### config.mk
export PLATFORM = sky130hd
export DESIGN_NAME = add8_sum_accum
export DESIGN_NICKNAME = d
export VERILOG_FILES = /design/src/rtl/add8_pkg.sv /design/src/rtl/add8_accum_dp.sv /design/src/rtl/add8_sum_accum.sv
export SDC_FILE = /design/constraint.sdc
export NUM_CORES = 1
export LEC_CHECK = 0
export CAP_MARGIN = 10
export CORE_MARGIN = 2
export CORE_UTILIZATION = 45
export CTS_CLUSTER_SIZE = 25
export DETAILED_ROUTE_END_ITERATION = 8
export PLACE_DENSITY = 0.72
export SYNTH_ARGS = -nofsm -noshare
export SYNTH_HDL_FRONTEND = slang
export SYNTH_SLANG_ARGS = --single-unit
### constraint.sdc
create_clock -name clk -period 2.25 [get_ports clk]
set_input_delay 0.45 -clock clk [delete_from_list [all_inputs] [get_ports clk]]
set_output_delay 0.45 -clock clk [all_outputs]
set_load 0.03 [all_outputs]
### src/rtl/add8_pkg.sv
// Shared types and constants for the add8 sum accumulator stage.
package add8_pkg;

  typedef enum logic {
    ACCUM = 1'b0,
    HOLD  = 1'b1
  } state_e;

  localparam int DEF_DATA_W = 8;
  localparam int DEF_ACC_W  = 16;

  // Item counter must represent 0..frame_len inclusive.
  function automatic int cnt_width(input int frame_len);
    return $clog2(frame_len + 1);
  endfunction

endpackage

### src/rtl/add8_accum_dp.sv
// Accumulator datapath: acc/cnt/ovf registers, add with carry-out, clear/load.
module add8_accum_dp
  import add8_pkg::*;
#(
  parameter int DATA_W = DEF_DATA_W,
  parameter int ACC_W  = DEF_ACC_W,
  parameter int CNT_W  = 3
) (
  input  logic              clk,
  input  logic              rst,
  input  logic              i_load,
  input  logic              i_clear,
  input  logic [DATA_W-1:0] i_data,
  output logic [CNT_W-1:0]  o_cnt,
  output logic [ACC_W-1:0]  o_acc_nxt,
  output logic [CNT_W-1:0]  o_cnt_nxt,
  output logic              o_ovf_nxt
);

  logic [ACC_W-1:0] r_acc;
  logic [CNT_W-1:0] r_cnt;
  logic             r_ovf;
  logic [ACC_W:0]   w_add;

  assign w_add = {1'b0, r_acc} + (ACC_W + 1)'(i_data);
  assign o_cnt = r_cnt;

  // Post-update values; the top latches these into the result registers.
  always_comb begin
    o_acc_nxt = r_acc;
    o_cnt_nxt = r_cnt;
    o_ovf_nxt = r_ovf;
    if (i_load) begin
      o_acc_nxt = w_add[ACC_W-1:0];
      o_cnt_nxt = r_cnt + CNT_W'(1);
      o_ovf_nxt = r_ovf | w_add[ACC_W];
    end
  end

  // NOTE: state registers use non-blocking assignments so every flop samples pre-edge values.
  always_ff @(posedge clk or posedge rst) begin
    if (rst) begin
      r_acc <= '0;
      r_cnt <= '0;
      r_ovf <= 1'b0;
    end else if (i_clear) begin
      r_acc <= '0;
      r_cnt <= '0;
      r_ovf <= 1'b0;
    end else begin
      r_acc <= o_acc_nxt;
      r_cnt <= o_cnt_nxt;
      r_ovf <= o_ovf_nxt;
    end
  end

endmodule

### src/rtl/add8_sum_accum.sv
// Frames a valid/ready stream of adder sums into accumulated totals with a held result.
module add8_sum_accum
  import add8_pkg::*;
#(
  parameter int DATA_W    = DEF_DATA_W,
  parameter int ACC_W     = DEF_ACC_W,
  parameter int FRAME_LEN = 4,
  parameter int CNT_W     = cnt_width(FRAME_LEN)
) (
  input  logic              clk,
  input  logic              rst,
  input  logic              in_valid,
  output logic              in_ready,
  input  logic [DATA_W-1:0] in_data,
  input  logic              flush,
  output logic              out_valid,
  input  logic              out_ready,
  output logic [ACC_W-1:0]  out_sum,
  output logic [CNT_W-1:0]  out_count,
  output logic              out_ovf
);

  state_e           r_state;
  logic             w_accept;
  logic             w_close;
  logic             w_clear;
  logic [CNT_W-1:0] w_cnt;
  logic [ACC_W-1:0] w_acc_nxt;
  logic [CNT_W-1:0] w_cnt_nxt;
  logic             w_ovf_nxt;

  assign in_ready  = (r_state == ACCUM);
  assign out_valid = (r_state == HOLD);
  assign w_accept  = in_valid & in_ready;
  assign w_clear   = out_valid & out_ready;

  // Flush only closes a non-empty frame; an item accepted alongside it counts.
  assign w_close = in_ready &
                   ((w_accept & (w_cnt_nxt == CNT_W'(FRAME_LEN))) |
                    (flush & ((w_cnt != '0) | w_accept)));

  add8_accum_dp #(
    .DATA_W(DATA_W),
    .ACC_W (ACC_W),
    .CNT_W (CNT_W)
  ) u_dp (
    .clk      (clk),
    .rst      (rst),
    .i_load   (w_accept),
    .i_clear  (w_clear),
    .i_data   (in_data),
    .o_cnt    (w_cnt),
    .o_acc_nxt(w_acc_nxt),
    .o_cnt_nxt(w_cnt_nxt),
    .o_ovf_nxt(w_ovf_nxt)
  );

  always_ff @(posedge clk or posedge rst) begin
    if (rst) begin
      r_state   <= ACCUM;
      out_sum   <= '0;
      out_count <= '0;
      out_ovf   <= 1'b0;
    end else begin
      case (r_state)
        ACCUM: begin
          if (w_close) begin
            r_state   <= HOLD;
            out_sum   <= w_acc_nxt;
            out_count <= w_cnt_nxt;
            out_ovf   <= w_ovf_nxt;
          end
        end
        HOLD: begin
          if (out_ready) r_state <= ACCUM;
        end
        default: r_state <= ACCUM;
      endcase
    end
  end

endmodule
# [Word level (Yosys, flattened, before mapping)]
# Cells that the tools add are included.
[totals] regBits=41 latchBits=0 ram_bits=0 rom_bits=0 word_cells=30 memories=0
[op_classes] add_sub_neg=2 mul=0 div=0 magnitude_cmp=0 n_eq_ne=1 shift=0 muxes=9 bitwise=9 reduce_logical=2
[op_table] operator="16-bit two-way mux" n=2
[op_table] operator="16-bit by 8-bit adder with 17-bit output" n=1
[op_table] operator="3-bit two-way mux" n=2
[op_table] operator="1-bit bitwise AND" n=5
[op_table] operator="1-bit two-way mux" n=4
[op_table] operator="3-bit by 1-bit adder with 3-bit output (second input constant)" n=1
[op_table] operator="3-bit == test (second input constant)" n=1
[op_table] operator="1-bit bitwise OR" n=3
[op_table] operator="3-bit nonzero test" n=1
[op_table] operator="1-bit one-hot mux with 2 select lines" n=1
[op_table] operator="2-bit AND reduction" n=1
[op_table] operator="1-bit NOT" n=1

# [Logic depth before layout (Yosys ltp)]
[logic_depth] word_depth=9 depth_mapped=9 mapped_depth_nobuf=7

# [Cells and area by module]
# Synthesis repeated with hierarchy kept, for this count alone.
[unflattened] hier_cells=214 hier_area_um2=2358.5
[by_module_without_submodules] module="add8_accum_dp" instances=1 cells_per_inst=163 area_each_um2=1529.0
[by_module_without_submodules] module="add8_sum_accum" instances=1 cells_per_inst=51 area_each_um2=829.5

# [Worst setup path after synthesis]
# OpenSTA, ideal clock, no wires.
[synth_path] path_kind="input port to flip-flop" startpoint="input in_data[0]" endpoint="register out_sum[8]" arrival_ps=2248 required_time_ps=2126 slack_ps=-121 path_stages=7 path_cell_list="ha_1 fa_1 a21o_1 a221o_2 a31o_1 nor3b_1 o31a_1"
[synth_via] elab_chain_cells=2
[synth_lines] element="start, declared" line="add8_sum_accum.sv:14" rtl="input logic [DATA_W-1:0] in_data,"
[synth_lines] element="16-bit by 8-bit adder with 17-bit output" line="add8_accum_dp.sv:25" rtl="assign w_add = {1'b0, r_acc} + (ACC_W + 1)'(i_data);"
[synth_lines] element="16-bit two-way mux" line="add8_accum_dp.sv:33" rtl="if (i_load) begin"
[synth_lines] element="end signal, assigned" line="add8_sum_accum.sv:69" rtl="out_sum <= w_acc_nxt;"
[synth_lines] element="end, declared" line="add8_sum_accum.sv:18" rtl="output logic [ACC_W-1:0] out_sum,"
# No other way between the ends.
# A chain may end at the register's enable or synchronous reset.

# [Worst setup path after layout]
[layout_path] startpoint="register u_dp.r_acc[0]" endpoint="register out_sum[8]"
[layout_via] elab_chain_cells=2
[layout_lines] element="start, declared" line="add8_accum_dp.sv:20" rtl="logic [ACC_W-1:0] r_acc;"
[layout_lines] element="start signal, assigned" line="add8_accum_dp.sv:51" rtl="r_acc <= o_acc_nxt;"
[layout_lines] element="16-bit by 8-bit adder with 17-bit output" line="add8_accum_dp.sv:25"
[layout_lines] element="16-bit two-way mux" line="add8_accum_dp.sv:33"
# No other way between the ends.

==> reports/summary.txt <==
Status -> finished, final reports clean
Clock tree buffer depth -> 2
Fin crit share -> 99.3%
Largest net degree at the start of global routing -> 42
Pre-Repair DR Iteration Count -> 5
Root buffer cell -> clkbuf_8
Clock Pin Slew Worst Setup and Hold Paths -> 0.08 ns
Die area -> 5460 um^2
R2R Setup Slk -> 0.01 ns
Final non-filler cell area -> 3000 um^2
Worst R2R End -> out_sum[8]
VDD IR max -> 0.758 mV
Compound-Gate Fraction of Synth Area -> 15.6%
Synth warnings -> 0
Final Skew -> 0.00675 ns
Wire per inst -> 13.9 um
Grt ovf -> 0
Layout cell share with drive strength beyond 1 -> 20.3%
Pwr Total -> 3.60 mW
Syn Area/Cell -> 9.36 um^2
EDFF count, synth -> 0
Finished Layout Cells -> 363
HP Class -> register to register
# clock sinks -> 41
Final Hold Fails -> 0
Synth Area in Simple Gates -> 20.4%
DR vias -> 1871
DRT antenna net count -> 0
Adder-cell share of the synthesized area -> 6.60%
Antenna diodes -> 0
Worst setup EP type -> register
I/O pin count -> 35
Main combinational cell family by area after synthesis -> simple AND/OR/NAND/NOR gates
CP arrival -> 2.42 ns
Slew @ Worst Pin -> 0.507 ns
Synth Area in XOR/XNOR -> 3.98%
Routed vias/inst -> 5.15
Hold depth -> 2
Placed Cells -> 354
FF-to-FF Start -> u_dp.r_acc[0]
Worst-path fanout max -> 3
Dpl cell area -> 2820 um^2
Worst setup path class -> register to register
CP startpoint kind -> register
P&R area growth vs syn -> 36.5%
FF-to-FF path depth -> 7
Vias in the first global route -> 1877
GP Congestion -> 0.905
P_leak -> 1.33 nW
Crit path time final -> 2.24 ns
Worst hold start -> out_sum[2]
Max_slew headroom -> 66.1%
Max-slew violation count -> 0
Synth Net Count -> 259
Total CTS buffers -> 5
Initial DRC count -> 44
RSZ-0062 raised after global routing -> true
Site row count -> 25
Hpwl dp -> 3780 um
Synth cell types -> 45
Core area -> 4720 um^2
Nets -> 319
Initial Utilization -> 46.6%
Die H -> 73.9 um
# hold bufs at CTS -> 0
IO Port Bufs -> 34
Total GRT Usage -> 21.0%
Die extent in x -> 73.9 um
Post-synthesis async set-or-reset flop share -> 100%
H-tree depth -> 2
Final wirelength -> 5030 um
Synth Cell Area -> 2200 um^2
Commonest register cell after synthesis -> dfrtp_1
Flops & latches, synth -> 41
Multiplexer area fraction after synthesis -> 2.96%
Initial antenna violation count -> 0
Req. time, crit path -> 2.44 ns
PwrDens -> 1200 nW/um^2
Max-cap viol count -> 0
Sequential area share after synthesis -> 46.6%
Worst-Skew Late Latency -> 0.30 ns
CP Launch Point -> u_dp.r_acc[0]
DRC violations left -> 0
Hold Crit Endpoint -> out_sum[2]
Layout Utilization -> 63.5%
First-pass GRT wire length -> 8540 um
Fmax -> 447 MHz
# setup viols final -> 0
Post-synthesis instance total -> 235
CTS tree -> done
==> registers in the layout, indices dropped and copies added, names as in the netlist <==
signal and cells:
out_count 3, out_ovf 1, u_dp.o_cnt 3, out_valid 1
u_dp.r_ovf 1, u_dp.r_acc 16, out_sum 16
==> per-layer routing <==
layer | global-route usage, % | part of all wire (%) | up-vias
met2 | 36.3 | 50 | 34
li1 | - | - | 942
met1 | 25.5 | 44 | 887
met3 | 4.53 | 3.2 | 8
met4 | 8.48 | 2.2 | 0
met5 | 0 | 0 | -
==> worst max-delay path: stages (launching register included) <==
cell and delay, ns:
dfrtp_1 0.42, ha_4 0.18, fa_2 0.33, a21o_1 0.18
a221o_2 0.37, a31o_1 0.20, nor3b_2 0.16, o31a_1 0.29
==> Yosys cell counts (2+ instances only) <==
| master | instances | area, um^2 |
|---|---|---|
| or3_1 | 2 | 12.5 |
| a21o_1 | 7 | 52.6 |
| nand3_1 | 12 | 60.1 |
| nor2_1 | 25 | 93.8 |
| a31oi_1 | 5 | 31.3 |
| clkbuf_1 | 3 | 11.3 |
| buf_2 | 8 | 40.0 |
| dfrtp_1 | 41 | 1030 |
| nand2_1 | 24 | 90.1 |
| o21a_1 | 2 | 15.0 |
| xnor2_1 | 4 | 35.0 |
| ha_1 | 10 | 125 |
| xor2_1 | 6 | 52.6 |
| nor2b_1 | 2 | 12.5 |
| nand2b_1 | 2 | 12.5 |
| and2_1 | 3 | 18.8 |
| nor3_1 | 7 | 35.0 |
| clkbuf_2 | 2 | 10.0 |
| a21oi_1 | 14 | 70.1 |
| mux2i_1 | 5 | 50.1 |
| nor4_1 | 4 | 25.0 |
| nand4_1 | 2 | 12.5 |
| o21ai_0 | 19 | 95.1 |
| inv_1 | 5 | 18.8 |
==> final cells by class <==
cell class              instances  area (um^2)
clock buffers                   6         82.6
clock inverters                 2         37.5
fillers                       405         1720
inverters                       5         18.8
multi-input cells             175         1170
flip-flops and latches         41         1030
well taps                      67         83.8
repair buffers                 67          586
==> repair_timing <==
item / CTS / global route
endpoints found under the setup margin: 13 / 15
pin swaps: 7 / 8
resized for setup: 3 / 13
setup buffers: 1 / 0
==> cell families after synthesis <==
group           count (synthesis)
compound gates                 56
xor+xnor                       10
fa+ha+maj                      11
buf+inv                        19
flops                          41
mux                             6
simple gates                   92
==> where the power goes <==
part / internal, mW / switching, mW / leakage [nW]
clock: 0.361 / 0.258 / 0.0574
combinational: 0.875 / 0.980 / 0.731
sequential: 0.959 / 0.172 / 0.541
total: 2.19 / 1.41 / 1.33
==> how the worst max path moves through the flow <==
stage / slack [ns] / to / cells past startpoint
after floorplan: -0.03 / out_sum[8] / 7
after global placement: -0.52 / out_sum[8] / 8
after detailed placement: -0.56 / out_sum[8] / 8
after CTS: -0.05 / out_sum[8] / 7
after global routing: -0.06 / out_sum[8] / 7
final: 0.01 / out_sum[8] / 7
==> through the flow <==
stage	TNS, ns	setup slack, ns	hold WS, ns
global route	-0.185	-0.0617	0.524
detailed placement	-8.77	-0.556	0.469
global placement	-8.08	-0.519	0.461
finish	0	0.0149	0.477
CTS	-0.0472	-0.0472	0.487
floorplan	-0.0258	-0.0258	0.450
==> placed cells by master, fill, tap and decap left out, types with 4 or more instances in the layout <==
cell type,n
xnor2_1,4
dfrtp_1,41
ha_1,8
nand3_1,12
nand2_1,24
mux2i_1,5
nor3_1,7
o21ai_1,5
a21o_1,7
clkbuf_8,6
buf_4,33
a31oi_1,5
inv_1,5
xor2_1,4
o21ai_0,14
a21oi_1,11
clkdlybuf4s50_1,32
nor2_1,25
(Power assumes the default switching activity.)
